--- src/rtl/multicycle_control.sv ---
// Main control FSM of the multicycle MIPS-subset CPU: sequences fetch/decode/execute
// and Moore-decodes all datapath enables. Optional addi support: MULTICYCLE_CONTROL_ADDI_EN.
module multicycle_control (
  input  logic       clk,
  input  logic       reset,
  input  logic [5:0] opcode,
  output logic       pc_write,
  output logic       pc_write_cond,
  output logic       i_or_d,
  output logic       mem_read,
  output logic       mem_write,
  output logic       ir_write,
  output logic       mem_to_reg,
  output logic       reg_dst,
  output logic       reg_write,
  output logic       alu_src_a,
  output logic [1:0] alu_src_b,
  output logic [1:0] alu_op,
  output logic [1:0] pc_source,
  output logic       instr_done,
  output logic       illegal,
  output logic [3:0] state
);

  typedef enum logic [3:0] {
    S_FETCH     = 4'd0,
    S_DECODE    = 4'd1,
    S_MEM_ADDR  = 4'd2,
    S_MEM_RD    = 4'd3,
    S_MEM_WB    = 4'd4,
    S_MEM_WR    = 4'd5,
    S_R_EXEC    = 4'd6,
    S_R_WB      = 4'd7,
    S_BRANCH    = 4'd8,
    S_JUMP      = 4'd9
`ifdef MULTICYCLE_CONTROL_ADDI_EN
    ,
    S_ADDI_EXEC = 4'd10,
    S_ADDI_WB   = 4'd11
`endif
  } state_t;

  localparam logic [5:0] OP_RTYPE = 6'b000000;
  localparam logic [5:0] OP_LW    = 6'b100011;
  localparam logic [5:0] OP_SW    = 6'b101011;
  localparam logic [5:0] OP_BEQ   = 6'b000100;
  localparam logic [5:0] OP_J     = 6'b000010;
`ifdef MULTICYCLE_CONTROL_ADDI_EN
  localparam logic [5:0] OP_ADDI  = 6'b001000;
`endif

  state_t r_state;
  state_t w_dec_state;
  logic   w_supported;
  logic   w_pc_write, w_mem_read, w_ir_write, w_mem_write;
  logic   w_reg_write, w_pc_write_cond, w_instr_done, w_illegal;

  always_comb begin
    w_supported = (opcode == OP_RTYPE) || (opcode == OP_LW) || (opcode == OP_SW) ||
                  (opcode == OP_BEQ) || (opcode == OP_J);
`ifdef MULTICYCLE_CONTROL_ADDI_EN
    if (opcode == OP_ADDI) w_supported = 1'b1;
`endif
  end

  always_ff @(posedge clk) begin
    if (reset) begin
      r_state <= S_FETCH;
    end else begin
      case (r_state)
        S_FETCH:  r_state <= S_DECODE;
        S_DECODE: begin
          case (opcode)
            OP_RTYPE:      r_state <= S_R_EXEC;
            OP_LW, OP_SW:  r_state <= S_MEM_ADDR;
            OP_BEQ:        r_state <= S_BRANCH;
            OP_J:          r_state <= S_JUMP;
`ifdef MULTICYCLE_CONTROL_ADDI_EN
            OP_ADDI:       r_state <= S_ADDI_EXEC;
`endif
            default:       r_state <= S_FETCH;
          endcase
        end
        S_MEM_ADDR:  r_state <= (opcode == OP_LW) ? S_MEM_RD : S_MEM_WR;
        S_MEM_RD:    r_state <= S_MEM_WB;
        S_R_EXEC:    r_state <= S_R_WB;
`ifdef MULTICYCLE_CONTROL_ADDI_EN
        S_ADDI_EXEC: r_state <= S_ADDI_WB;
`endif
        default:     r_state <= S_FETCH;
      endcase
    end
  end

  // Under reset the decode looks like FETCH so the mux selects settle early;
  // every strobe that could change architectural state is then masked below.
  assign w_dec_state = reset ? S_FETCH : r_state;

  always_comb begin
    w_pc_write      = 1'b0;
    w_pc_write_cond = 1'b0;
    i_or_d          = 1'b0;
    w_mem_read      = 1'b0;
    w_mem_write     = 1'b0;
    w_ir_write      = 1'b0;
    mem_to_reg      = 1'b0;
    reg_dst         = 1'b0;
    w_reg_write     = 1'b0;
    alu_src_a       = 1'b0;
    alu_src_b       = 2'b00;
    alu_op          = 2'b00;
    pc_source       = 2'b00;
    w_instr_done    = 1'b0;
    w_illegal       = 1'b0;
    case (w_dec_state)
      S_FETCH: begin
        w_mem_read = 1'b1;
        w_ir_write = 1'b1;
        alu_src_b  = 2'b01;
        w_pc_write = 1'b1;
      end
      S_DECODE: begin
        alu_src_b    = 2'b11;
        w_illegal    = ~w_supported;
        w_instr_done = ~w_supported;
      end
      S_MEM_ADDR: begin
        alu_src_a = 1'b1;
        alu_src_b = 2'b10;
      end
      S_MEM_RD: begin
        w_mem_read = 1'b1;
        i_or_d     = 1'b1;
      end
      S_MEM_WB: begin
        w_reg_write  = 1'b1;
        mem_to_reg   = 1'b1;
        w_instr_done = 1'b1;
      end
      S_MEM_WR: begin
        w_mem_write  = 1'b1;
        i_or_d       = 1'b1;
        w_instr_done = 1'b1;
      end
      S_R_EXEC: begin
        alu_src_a = 1'b1;
        alu_op    = 2'b10;
      end
      S_R_WB: begin
        reg_dst      = 1'b1;
        w_reg_write  = 1'b1;
        w_instr_done = 1'b1;
      end
      S_BRANCH: begin
        alu_src_a       = 1'b1;
        alu_op          = 2'b01;
        w_pc_write_cond = 1'b1;
        pc_source       = 2'b01;
        w_instr_done    = 1'b1;
      end
      S_JUMP: begin
        w_pc_write   = 1'b1;
        pc_source    = 2'b10;
        w_instr_done = 1'b1;
      end
`ifdef MULTICYCLE_CONTROL_ADDI_EN
      S_ADDI_EXEC: begin
        alu_src_a = 1'b1;
        alu_src_b = 2'b10;
      end
      S_ADDI_WB: begin
        w_reg_write  = 1'b1;
        w_instr_done = 1'b1;
      end
`endif
      default: ;
    endcase
  end

  assign pc_write      = w_pc_write      & ~reset;
  assign pc_write_cond = w_pc_write_cond & ~reset;
  assign mem_read      = w_mem_read      & ~reset;
  assign mem_write     = w_mem_write     & ~reset;
  assign ir_write      = w_ir_write      & ~reset;
  assign reg_write     = w_reg_write     & ~reset;
  assign instr_done    = w_instr_done    & ~reset;
  assign illegal       = w_illegal       & ~reset;
  assign state         = r_state;

endmodule

--- config.mk ---
export PLATFORM = sky130hd
export DESIGN_NAME = multicycle_control
export DESIGN_NICKNAME = d
export VERILOG_FILES = /design/src/rtl/multicycle_control.sv
export SDC_FILE = /design/constraint.sdc
export NUM_CORES = 1
export LEC_CHECK = 0
export BUFFER_PORTS_ARGS = -buffer_cell sky130_fd_sc_hd__buf_2
export CELL_PAD_IN_SITES_DETAIL_PLACEMENT = 0
export CELL_PAD_IN_SITES_GLOBAL_PLACEMENT = 1
export CORE_ASPECT_RATIO = 0.8
export CORE_MARGIN = 3
export CORE_UTILIZATION = 23
export CTS_CLUSTER_DIAMETER = 100
export DETAILED_ROUTE_END_ITERATION = 8
export PLACE_DENSITY = 0.73
export SYNTH_ARGS = -nofsm -noshare
export SYNTH_HDL_FRONTEND = slang
export SYNTH_SLANG_ARGS = --single-unit
--- constraint.sdc ---
create_clock -name clk -period 1.6 [get_ports clk]
set_input_delay 0.32 -clock clk [delete_from_list [all_inputs] [get_ports clk]]
set_output_delay 0.32 -clock clk [all_outputs]
set_load 0.01 [all_outputs]
==> out/results.tsv <==
metric	value	unit
Power Density	365	mW/mm2
cell taking the most area after synthesis	dfxtp_1	
GR Overflow Total	0	
Final Hold Fails	0	
crit-path max FO	3	
synthesized area per cell	7.03	um2
critical path type	flop to output port	
Buffers on Ports	29	
Clock Skews	2.76	ps
RSZ-0062 raised after global routing	true	
drt initial violations	15	
hpwl dp	1.31	mm
min cycle time layout	1890	ps
CTS Buf Count	3	
Place WS	-209	ps
gate count of the mapped netlist	66	
Avg WL per Cell	14.3	um
vias in the first global route	672	
Tightest Hold Check Type	input pin to flop	
Reg2Reg Depth	6	
min setup slack post-route	-291	ps
synth warn	0	
Post-Synthesis Net Count	74	
gpl congestion	0.793	
top cell type's share of synthesized area	17.3	%
Area Growth Syn to Fin	133	%
top cells by area, synth	dfxtp_1 (17%), nor3_1 (8.6%), nor2_1 (4.9%), or4bb_1 (4.9%), clkbuf_1 (4.0%)	
Worst Path Arrival	1570	ps
most frequent cells in the layout	buf_2 (27), buf_4 (21), buf_6 (10), nor2_1 (5), nor3_4 (4)	
DRT antenna net count	0	
num ports	30	
CP endpoint kind	output port	
H-tree depth	1	
CTS Sinks	4	
Pleak	0.509	nW
Vias/cell	5.10	
Reg-to-Reg Start	state[2]	
r2r endpoint	state[2]	
Detailed Routing Iterations Pass 1	4	
design area	0.00108	mm2
Critical Path RT	1280	ps
Worst VDD drop	0.557	mV
HP Start	opcode[2]	
Final Max Tran Viols	0	
clock root cell	clkbuf_4	
type of origin of the critical path	flop	
flops & latches, synth	4	
Final period util	118	%
Die X	56.2	um
Worst slew margin	84.2	%
Slew @ Worst Pin	236	ps
max reg flops	4	
CORE AREA	0.00176	mm2
die height	46.2	um
fin nets	132	
die area	0.00260	mm2
status	finished with violations	
DP Area	795	um2
commonest non-fill, non-tap cell in the layout	buf_2	
Tot Pwr	0.000394	W
sequential element share of the synthesized area	17.3	%
Setup violations, final	14	
detailed-route DRC error count	0	
first-pass GRT wire length	2.83	mm
TritonCTS clock tree	built	
Worst-path clk slew	40	ps
Clock Latency Late Sink	240	ps
largest net degree at the start of global routing	13	
reg2reg setup slack	-120	ps
share of post-route cells with drive strength above 1	75.4	%
GRT Total Usage	13.9	%
endpoint of the worst hold path	state[3]	
Hold Path Depth	3	
num rows	13	
initial antenna violation count	0	
failing checks	setup timing	
Synth cell types	32	
cell area after synthesis	464	um2
via count	735	
CTS Buffer Depth	2	
fmax	0.529	GHz
# diodes	0	
final WL	2.06	mm
starting density of the core	26.4	%
max cap viols	0	
## cell families after synthesis
logic type      after synthesis  share of synthesized area, %
buf+inv                       8                          7.28
compound gates               12                          19.7
xor+xnor                      3                          5.66
simple gates                 39                          50.1
flops                         4                          17.3
## what timing repair did
| item | CTS | global route |
|---|---|---|
| resized for setup | 14 | 25 |
| pin swaps | 2 | 8 |
| hold buffers | 0 | 0 |
| endpoints found under the setup margin | 12 | 17 |
| setup buffers | 4 | 8 |
## power breakdown
group	total (W)	switching (W)	internal, W
Sequential	0.000106	0.00000298	0.000103
Clock	0.000131	0.0000464	0.0000843
Combinational	0.000157	0.0000744	0.0000828
## layer usage
metal  share of wire (%)  routed length [um]  up-vias  global-route usage, %
met5                   0                   0        -                      0
met4                 1.2                  25        0                   3.79
met3                 7.3                 149        4                   5.32
met2                  47                 962       28                   25.4
met1                  45                 918      342                   15.5
li1                    -                   -      361                      -
## worst max-delay path, stage by stage, from the launching register on
cell and delay, ps:
dfxtp_2 320, or3_4 380, or2_4 270, o32ai_4 190, buf_2 160
## cell type report
cell class	count	area [um2]
clock buffers	3	22.5
inverters	2	7.51
well taps	22	27.5
repair buffers	59	420
multi-input cells	54	518
fillers	157	677
flip-flops and latches	4	83.8
## cell usage after synthesis
cell type  number
nand2_1         4
o22a_1          1
or4_2           1
o22ai_1         1
o211ai_1        1
a21oi_1         3
nor2b_1         1
nor2_1          6
or4b_2          1
a211oi_1        1
or4_1           1
xnor2_1         2
and3_1          1
or4_4           1
nor3_1          8
or4bb_1         2
dfxtp_1         4
inv_1           2
o32ai_1         1
nor4_1          2
or3_1           3
o21a_1          1
xor2_1          1
buf_4           1
o221a_2         1
a211o_1         1
nand2b_1        3
nand3_1         1
or2_2           3
o21ba_2         1
nor4b_1         1
clkbuf_1        5
## worst max-delay path by stage
stage | slack, ps | startpoint | endpoint | cells past startpoint
2_1_floorplan | -70 | opcode[0] | instr_done | 3
3_3_place_gp | -200 | opcode[0] | instr_done | 6
3_5_place_dp | -210 | opcode[0] | instr_done | 6
4_1_cts | -280 | state[2] | instr_done | 4
5_1_grt | -310 | state[2] | instr_done | 4
6_report | -290 | state[2] | instr_done | 4
## through the flow
stage | TNS [ps] | utilization (%) | instances | hold slack, ps
global route | -2660 | 61.5 | 144 | 464
detailed placement | -673 | 45.2 | 129 | 668
floorplan | -88.3 | - | 66 | 497
global placement | -673 | 45.2 | 129 | 663
finish | -2070 | 61.5 | 144 | 441
CTS | -1260 | 51.4 | 136 | 432
No activity file was read; power rests on OpenSTA's default activity.
